==> src/rtl/nesoi_video_pkg.sv <==
// Shared video timing types and the 640x480@60 default timing.
package nesoi_video_pkg;

  localparam int VGA_H_ACTIVE = 640;
  localparam int VGA_H_FP     = 16;
  localparam int VGA_H_SYNC   = 96;
  localparam int VGA_H_BP     = 48;
  localparam int VGA_V_ACTIVE = 480;
  localparam int VGA_V_FP     = 10;
  localparam int VGA_V_SYNC   = 2;
  localparam int VGA_V_BP     = 33;

  typedef logic [23:0] pixel_t;

  typedef enum logic [1:0] {
    IDLE     = 2'd0,
    RUN      = 2'd1,
    STOPPING = 2'd2
  } state_t;

endpackage

==> src/rtl/hdmi_axis_counter.sv <==
// One timing axis: wrapping position counter with active and sync-window decode.
module hdmi_axis_counter #(
  parameter int TOTAL      = 800,
  parameter int ACTIVE     = 640,
  parameter int SYNC_START = 656,
  parameter int SYNC_LEN   = 96,
  parameter int CNT_W      = 11
) (
  input  logic             clk,
  input  logic             rst,
  input  logic             i_clear,
  input  logic             i_advance,
  output logic [CNT_W-1:0] o_count,
  output logic             o_wrap,
  output logic             o_active,
  output logic             o_sync
);

  localparam logic [CNT_W-1:0] LAST     = CNT_W'(TOTAL - 1);
  localparam logic [CNT_W-1:0] ACT_END  = CNT_W'(ACTIVE);
  localparam logic [CNT_W-1:0] SYNC_BEG = CNT_W'(SYNC_START);
  localparam logic [CNT_W-1:0] SYNC_END = CNT_W'(SYNC_START + SYNC_LEN);

  logic [CNT_W-1:0] r_count;

  always_ff @(posedge clk or posedge rst) begin
    if (rst)
      r_count <= '0;
    else if (i_clear)
      r_count <= '0;
    else if (i_advance)
      r_count <= o_wrap ? '0 : r_count + CNT_W'(1);
  end

  assign o_count  = r_count;
  assign o_wrap   = (r_count == LAST);
  assign o_active = (r_count < ACT_END);
  assign o_sync   = (r_count >= SYNC_BEG) && (r_count < SYNC_END);

endmodule

==> src/rtl/hdmi_timing_ctrl.sv <==
// Video timing controller: h/v counters, syncs, DE and pixel pull for the HDMI encoder.
//   state    | meaning
//   IDLE     | counters held at 0, outputs inactive
//   RUN      | counting, frames emitted
//   STOPPING | finishing current frame, back to IDLE after last pixel slot
module hdmi_timing_ctrl
  import nesoi_video_pkg::*;
#(
  parameter int     H_ACTIVE      = VGA_H_ACTIVE,
  parameter int     H_FP          = VGA_H_FP,
  parameter int     H_SYNC        = VGA_H_SYNC,
  parameter int     H_BP          = VGA_H_BP,
  parameter int     V_ACTIVE      = VGA_V_ACTIVE,
  parameter int     V_FP          = VGA_V_FP,
  parameter int     V_SYNC        = VGA_V_SYNC,
  parameter int     V_BP          = VGA_V_BP,
  parameter bit     HS_POL        = 1'b0,
  parameter bit     VS_POL        = 1'b0,
  parameter pixel_t UNDERFLOW_RGB = 24'hFF00FF,
  parameter int     CNT_W         = 11
) (
  input  logic             clk,
  input  logic             rst,
  input  logic             enable,
  input  pixel_t           pix_in,
  input  logic             pix_valid,
  output logic             pix_ready,
  input  logic             underflow_clr,
  output logic             hsync,
  output logic             vsync,
  output logic             de,
  output pixel_t           rgb,
  output logic [CNT_W-1:0] x,
  output logic [CNT_W-1:0] y,
  output logic             frame_start,
  output logic             underflow
);

  localparam int H_TOTAL = H_ACTIVE + H_FP + H_SYNC + H_BP;
  localparam int V_TOTAL = V_ACTIVE + V_FP + V_SYNC + V_BP;

  state_t           r_state, w_state_nxt;
  logic             w_running, w_emit, w_active, w_miss;
  logic             w_h_wrap, w_h_act, w_h_sync;
  logic             w_v_wrap, w_v_act, w_v_sync;
  logic [CNT_W-1:0] w_h, w_v;

  logic             r_hsync, r_vsync, r_de, r_fs, r_underflow;
  pixel_t           r_rgb;
  logic [CNT_W-1:0] r_x, r_y;

  assign w_running = (r_state != IDLE);

  hdmi_axis_counter #(
    .TOTAL(H_TOTAL), .ACTIVE(H_ACTIVE), .SYNC_START(H_ACTIVE + H_FP), .SYNC_LEN(H_SYNC), .CNT_W(CNT_W)
  ) u_h_cnt (
    .clk(clk), .rst(rst), .i_clear(!w_running), .i_advance(w_running),
    .o_count(w_h), .o_wrap(w_h_wrap), .o_active(w_h_act), .o_sync(w_h_sync)
  );

  hdmi_axis_counter #(
    .TOTAL(V_TOTAL), .ACTIVE(V_ACTIVE), .SYNC_START(V_ACTIVE + V_FP), .SYNC_LEN(V_SYNC), .CNT_W(CNT_W)
  ) u_v_cnt (
    .clk(clk), .rst(rst), .i_clear(!w_running), .i_advance(w_running && w_h_wrap),
    .o_count(w_v), .o_wrap(w_v_wrap), .o_active(w_v_act), .o_sync(w_v_sync)
  );

  always_comb begin
    w_state_nxt = r_state;
    case (r_state)
      IDLE:     if (enable) w_state_nxt = RUN;
      RUN:      if (!enable) w_state_nxt = STOPPING;
      STOPPING: begin
        if (enable)
          w_state_nxt = RUN;
        else if (w_h_wrap && w_v_wrap)
          w_state_nxt = IDLE;
      end
      default:  w_state_nxt = IDLE;
    endcase
  end

  always_ff @(posedge clk or posedge rst) begin
    if (rst) r_state <= IDLE;
    else     r_state <= w_state_nxt;
  end

  // Syncs are forced inactive on the edge that drops into IDLE, whatever the porch sizes.
  assign w_emit    = w_running && (w_state_nxt != IDLE);
  assign w_active  = w_running && w_h_act && w_v_act;
  assign w_miss    = w_active && !pix_valid;
  assign pix_ready = w_active;

  always_ff @(posedge clk or posedge rst) begin
    if (rst) begin
      r_hsync     <= ~HS_POL;
      r_vsync     <= ~VS_POL;
      r_de        <= 1'b0;
      r_rgb       <= '0;
      r_x         <= '0;
      r_y         <= '0;
      r_fs        <= 1'b0;
      r_underflow <= 1'b0;
    end else begin
      r_hsync <= (w_emit && w_h_sync) ? HS_POL : ~HS_POL;
      r_vsync <= (w_emit && w_v_sync) ? VS_POL : ~VS_POL;
      r_de    <= w_active;
      r_x     <= w_h;
      r_y     <= w_v;
      r_fs    <= w_active && (w_h == '0) && (w_v == '0);
      if (!w_active)
        r_rgb <= '0;
      else if (pix_valid)
        r_rgb <= pix_in;
      else
        r_rgb <= UNDERFLOW_RGB;
      if (w_miss)
        r_underflow <= 1'b1;
      else if (underflow_clr)
        r_underflow <= 1'b0;
    end
  end

  assign hsync       = r_hsync;
  assign vsync       = r_vsync;
  assign de          = r_de;
  assign rgb         = r_rgb;
  assign x           = r_x;
  assign y           = r_y;
  assign frame_start = r_fs;
  assign underflow   = r_underflow;

endmodule
==> config.mk <==
export PLATFORM = sky130hd
export DESIGN_NAME = hdmi_timing_ctrl
export DESIGN_NICKNAME = d
export VERILOG_FILES = /design/src/rtl/nesoi_video_pkg.sv /design/src/rtl/hdmi_axis_counter.sv /design/src/rtl/hdmi_timing_ctrl.sv
export SDC_FILE = /design/constraint.sdc
export NUM_CORES = 1
export LEC_CHECK = 0
export CAP_MARGIN = 10
export CELL_PAD_IN_SITES_DETAIL_PLACEMENT = 0
export CELL_PAD_IN_SITES_GLOBAL_PLACEMENT = 1
export CORE_MARGIN = 2
export CORE_UTILIZATION = 30
export DETAILED_ROUTE_END_ITERATION = 6
export PLACE_DENSITY_LB_ADDON = 0.1
export REMOVE_ABC_BUFFERS = 1
export SYNTH_ARGS = -nofsm -noshare
export SYNTH_HDL_FRONTEND = slang
export SYNTH_SLANG_ARGS = --single-unit
export TNS_END_PERCENT = 1
==> constraint.sdc <==
create_clock -name clk -period 2.08 [get_ports clk]
set_input_delay 0.312 -clock clk [delete_from_list [all_inputs] [get_ports clk]]
set_output_delay 0.312 -clock clk [all_outputs]
set_load 0.1 [all_outputs]
==> tab_implementation.tex <==
\begin{tabular}{lr}
\hline
Metric & Value \\
\hline
\multicolumn{2}{l}{\textbf{Outcome}} \\
\quad Outcome & complete, no violations \\
\multicolumn{2}{l}{\textbf{Setup path}} \\
\quad Critical path peak fanout & 10 \\
\quad Launch instance of the worst register-to-register path & u\_h\_cnt.o\_count[1] \\
\quad Number of cells on the critical path & 4 \\
\quad Critical path endpoint category & output pin \\
\quad Chain of cells forming the critical path & nor4\_2 -> nand3b\_1 -> inv\_4 -> buf\_12 \\
\quad Crit Reg-Reg Endpoint & u\_v\_cnt.o\_count[4] \\
\quad Cell family contributing the most delay on the critical path & simple AND/OR/NAND/NOR gates \\
\quad R2R cell count & 6 \\
\quad Worst path required time & 1.77 ns \\
\quad Kind of start point of the critical path & flip-flop \\
\quad Minimum setup slack among reg-to-reg paths & 0.22 ns \\
\quad Crit-path slowest cell & dfrtp\_1 \\
\quad Worst Path Buf+Inv & 2 \\
\quad Start-to-end type of the worst setup path & flip-flop to output pin \\
\quad Max incr delay on CP & 0.47 ns \\
\quad Worst endpoint data arrival time & 1.67 ns \\
\multicolumn{2}{l}{\textbf{STA}} \\
\quad Fin. Hold Viols & 0 \\
\quad Maximum clock rate & 0.505 GHz \\
\quad Portion of the clock cycle consumed by the worst path in the final layout & 0.952 \\
\quad Endpoints failing setup & 0 \\
\quad Transition time of the tightest slew-check pin & 0.396 ns \\
\quad Max Slew Vio Count & 0 \\
\quad Clock tree skew after final layout & 0.00811 ns \\
\quad Final worst slack & 0.100 ns \\
\quad Setup repair after global routing missed its margin & no \\
\quad Setup TNS after final layout & 0 ns \\
\quad Max-slew headroom at the worst pin & 0.734 \\
\quad Final worst hold slack & 0.375 ns \\
\quad Min Clock Period, post-route & 1.98 ns \\
\multicolumn{2}{l}{\textbf{Synthesis}} \\
\quad Netlist cell types & 44 \\
\quad Dominant cell type by area after synthesis & dfrtp\_1 \\
\quad Post-synthesis average cell area & 11.9 sq um \\
\quad Proportion of synthesized flip-flops having asynchronous set or reset & 1.00 \\
\quad Post-synthesis sequential element count & 75 \\
\quad Biggest area contributors in the synthesized netlist & dfrtp\_1 60\%, a21oi\_1 4.5\%, inv\_1 3.0\% \\
\quad Fraction of synthesized cell area taken by the top area cell type & 0.604 \\
\quad Most frequently used flop master after synthesis & dfrtp\_1 \\
\quad Number of warning messages in the yosys log & 0 \\
\quad Syn Std Cell Area & 3030 sq um \\
\quad Sequential fraction of the synthesis area & 0.621 \\
\quad Number of flops mapped to enable cells by yosys & 0 \\
\quad Post-Synthesis Cells & 254 \\
\multicolumn{2}{l}{\textbf{Detailed routing}} \\
\quad Post-detailed-route count of antenna-violating nets & 0 \\
\quad Violation count after the first detailed-route iteration & 66 \\
\quad Average wire per standard cell & 14.3 um \\
\quad Via count of the routed design & 2195 \\
\quad Post-route DRC & 0 \\
\quad Iteration count of the initial detailed-routing pass & 5 \\
\quad Final WL & 7020 um \\
\quad Routed via count divided by cell count & 4.47 \\
\multicolumn{2}{l}{\textbf{Global route}} \\
\quad Met2 track demand over resource & 0.191 \\
\quad Wire length of the first global-routing pass & 11600 um \\
\quad Total routing usage reported by global routing & 0.135 \\
\quad Vias in the first global route & 2114 \\
\quad Initial antenna violation count & 0 \\
\quad GRT busiest layer & met1 \\
\quad Sum of overflow across all layers after global routing & 0 \\
\quad Pin count of the biggest net entering global routing & 76 \\
\quad Met3 routing resource usage after global routing & 0.0338 \\
\quad Met1 layer usage reported by global route & 0.195 \\
\multicolumn{2}{l}{\textbf{Clocking}} \\
\quad H-tree depth & 3 \\
\quad Number of buffers between clock root and the deepest sink & 2 \\
\quad Cts bufs inserted & 9 \\
\quad Insertion delay to the later sink of the worst-skew pair & 0.34 ns \\
\quad Total number of clock tree sinks & 75 \\
\quad TritonCTS clock tree & yes \\
\quad Clock transition at path regs & 0.08 ns \\
\quad Root buffer selected by CTS & clkbuf\_8 \\
\quad Total of hold buffers inserted after clock tree synthesis & 0 \\
\multicolumn{2}{l}{\textbf{Pwr}} \\
\quad PwrDens & 896 nW/um\^{}2 \\
\quad Maximum vdd drop & 0.394 mV \\
\quad Cell leakage power & 2.00 nW \\
\multicolumn{2}{l}{\textbf{Layout}} \\
\quad Proportion of layout cells with a drive suffix above 1 & 0.293 \\
\quad Net count reported at finish & 386 \\
\quad Leading cell types in the layout, fill and taps excluded & 70 x dfrtp\_1, 69 x buf\_4, 28 x clkdlybuf4s50\_1 \\
\quad Fill count & 960 \\
\quad Number of diodes added for antenna fixing & 0 \\
\quad Area Overhead vs Synth & 36.6\% \\
\quad Final core utilization & 0.423 \\
\quad Most common cell after layout, fill and taps aside & dfrtp\_1 \\
\multicolumn{2}{l}{\textbf{Floorplanning}} \\
\quad Floorplan row count & 36 \\
\quad Horizontal die dimension & 104 um \\
\quad Die Outline Area & 10900 sq um \\
\quad Initial core utilization & 0.310 \\
\quad Core area & 9770 sq um \\
\quad Die Height & 104 um \\
\quad IO Pins & 81 \\
\multicolumn{2}{l}{\textbf{Run}} \\
\quad Max-cap violations & 0 \\
\multicolumn{2}{l}{\textbf{Place}} \\
\quad IO Port Bufs & 80 \\
\quad Post-place setup slack & 0.0416 ns \\
\quad Last weighted congestion value of the routability-driven placer & 0.735 \\
\quad Total half-perimeter wirelength after legalization and detailed placement & 4730 um \\
\multicolumn{2}{l}{\textbf{Min path}} \\
\quad Hold Path Class & input port to asynchronous set/reset pin \\
\hline
\end{tabular}
==> synth_stat cells, types with 2 or more instances <==
| library cell | number |
|---|---|
| or4_1 | 3 |
| nand3b_1 | 2 |
| nor3_1 | 3 |
| o21ai_0 | 10 |
| nand2_1 | 10 |
| inv_1 | 24 |
| and4_1 | 3 |
| nor4_1 | 4 |
| a21oi_1 | 27 |
| and3_2 | 2 |
| nand4_1 | 7 |
| nor2_1 | 14 |
| xor2_1 | 6 |
| and3_1 | 10 |
| dfrtp_1 | 73 |
| bufbuf_16 | 2 |
| buf_6 | 2 |
| clkbuf_1 | 4 |
| or3_1 | 5 |
| dfstp_2 | 2 |
| ha_1 | 4 |
| xnor2_1 | 5 |
| nand3_1 | 11 |
==> layer usage <==
metal / vias to the layer above / routed length (um)
li1: 1070 / -
met1: 1040 / 3570
met2: 77 / 2940
met3: 8 / 401
met4: 0 / 110
met5: - / 0
==> sequential cells by signal (all words and copies together) (netlist names) <==
register / cells
de: 1
frame_start: 1
hsync: 1
r_state: 2
rgb: 24
u_h_cnt.o_count: 11
u_v_cnt.o_count: 11
underflow: 1
vsync: 1
x: 11
y: 11
==> worst min-delay path, cell delays in order <==
cell and delay [ns]:
clkdlybuf4s50_1 0.41, inv_2 0.07, buf_12 0.34
==> where the power goes <==
part | internal, mW | total (mW) | switching (mW)
clock | 0.710 | 1.23 | 0.521
combinational | 0.221 | 0.899 | 0.678
sequential | 1.54 | 1.58 | 0.0383
total | 2.47 | 3.71 | 1.24
==> cell type report <==
type,count,area [sq um],area share
clock buffers,12,145,0.0351
clock inverters,4,73.8,0.0179
inverters,24,92.6,0.0224
multi-input cells,144,935,0.226
flip-flops and latches,75,1880,0.456
well taps,133,166,0.0403
repair buffers,99,838,0.203
==> how the worst max path moves through the flow <==
stage,from,to
finish,u_v_cnt.o_count[9],pix_ready
global route,u_v_cnt.o_count[9],pix_ready
CTS,u_v_cnt.o_count[6],pix_ready
detailed placement,u_h_cnt.o_count[1],u_v_cnt.o_count[4]
global placement,u_h_cnt.o_count[1],u_v_cnt.o_count[5]
floorplan,r_state[0],rgb[10]
==> cells by family after synthesis <==
family	synth area share
and+or+nand+nor	0.175
DFF	0.621
AOI/OAI and AO/OA	0.0815
buffers and inverters	0.0736
xor gates and xnor gates	0.0318
adders and majority gates	0.0165
==> timing repair <==
item,in CTS,in global routing
endpoints found under the hold margin,0,0
resized for setup,2,8
setup endpoints to repair,1,6
buffers inserted,0,1
pin swaps,0,0
==> stage by stage <==
step / cells / power [mW] / cell area (sq um)
global placement: 474 / 2.51 / 3890
floorplan: 243 / 2.23 / 2890
detailed placement: 474 / 2.50 / 3890
global route: 491 / 3.87 / 4130
finish: 491 / 3.71 / 4130
CTS: 490 / 3.76 / 4110
Note: power is estimated with default switching activity, not from simulation.
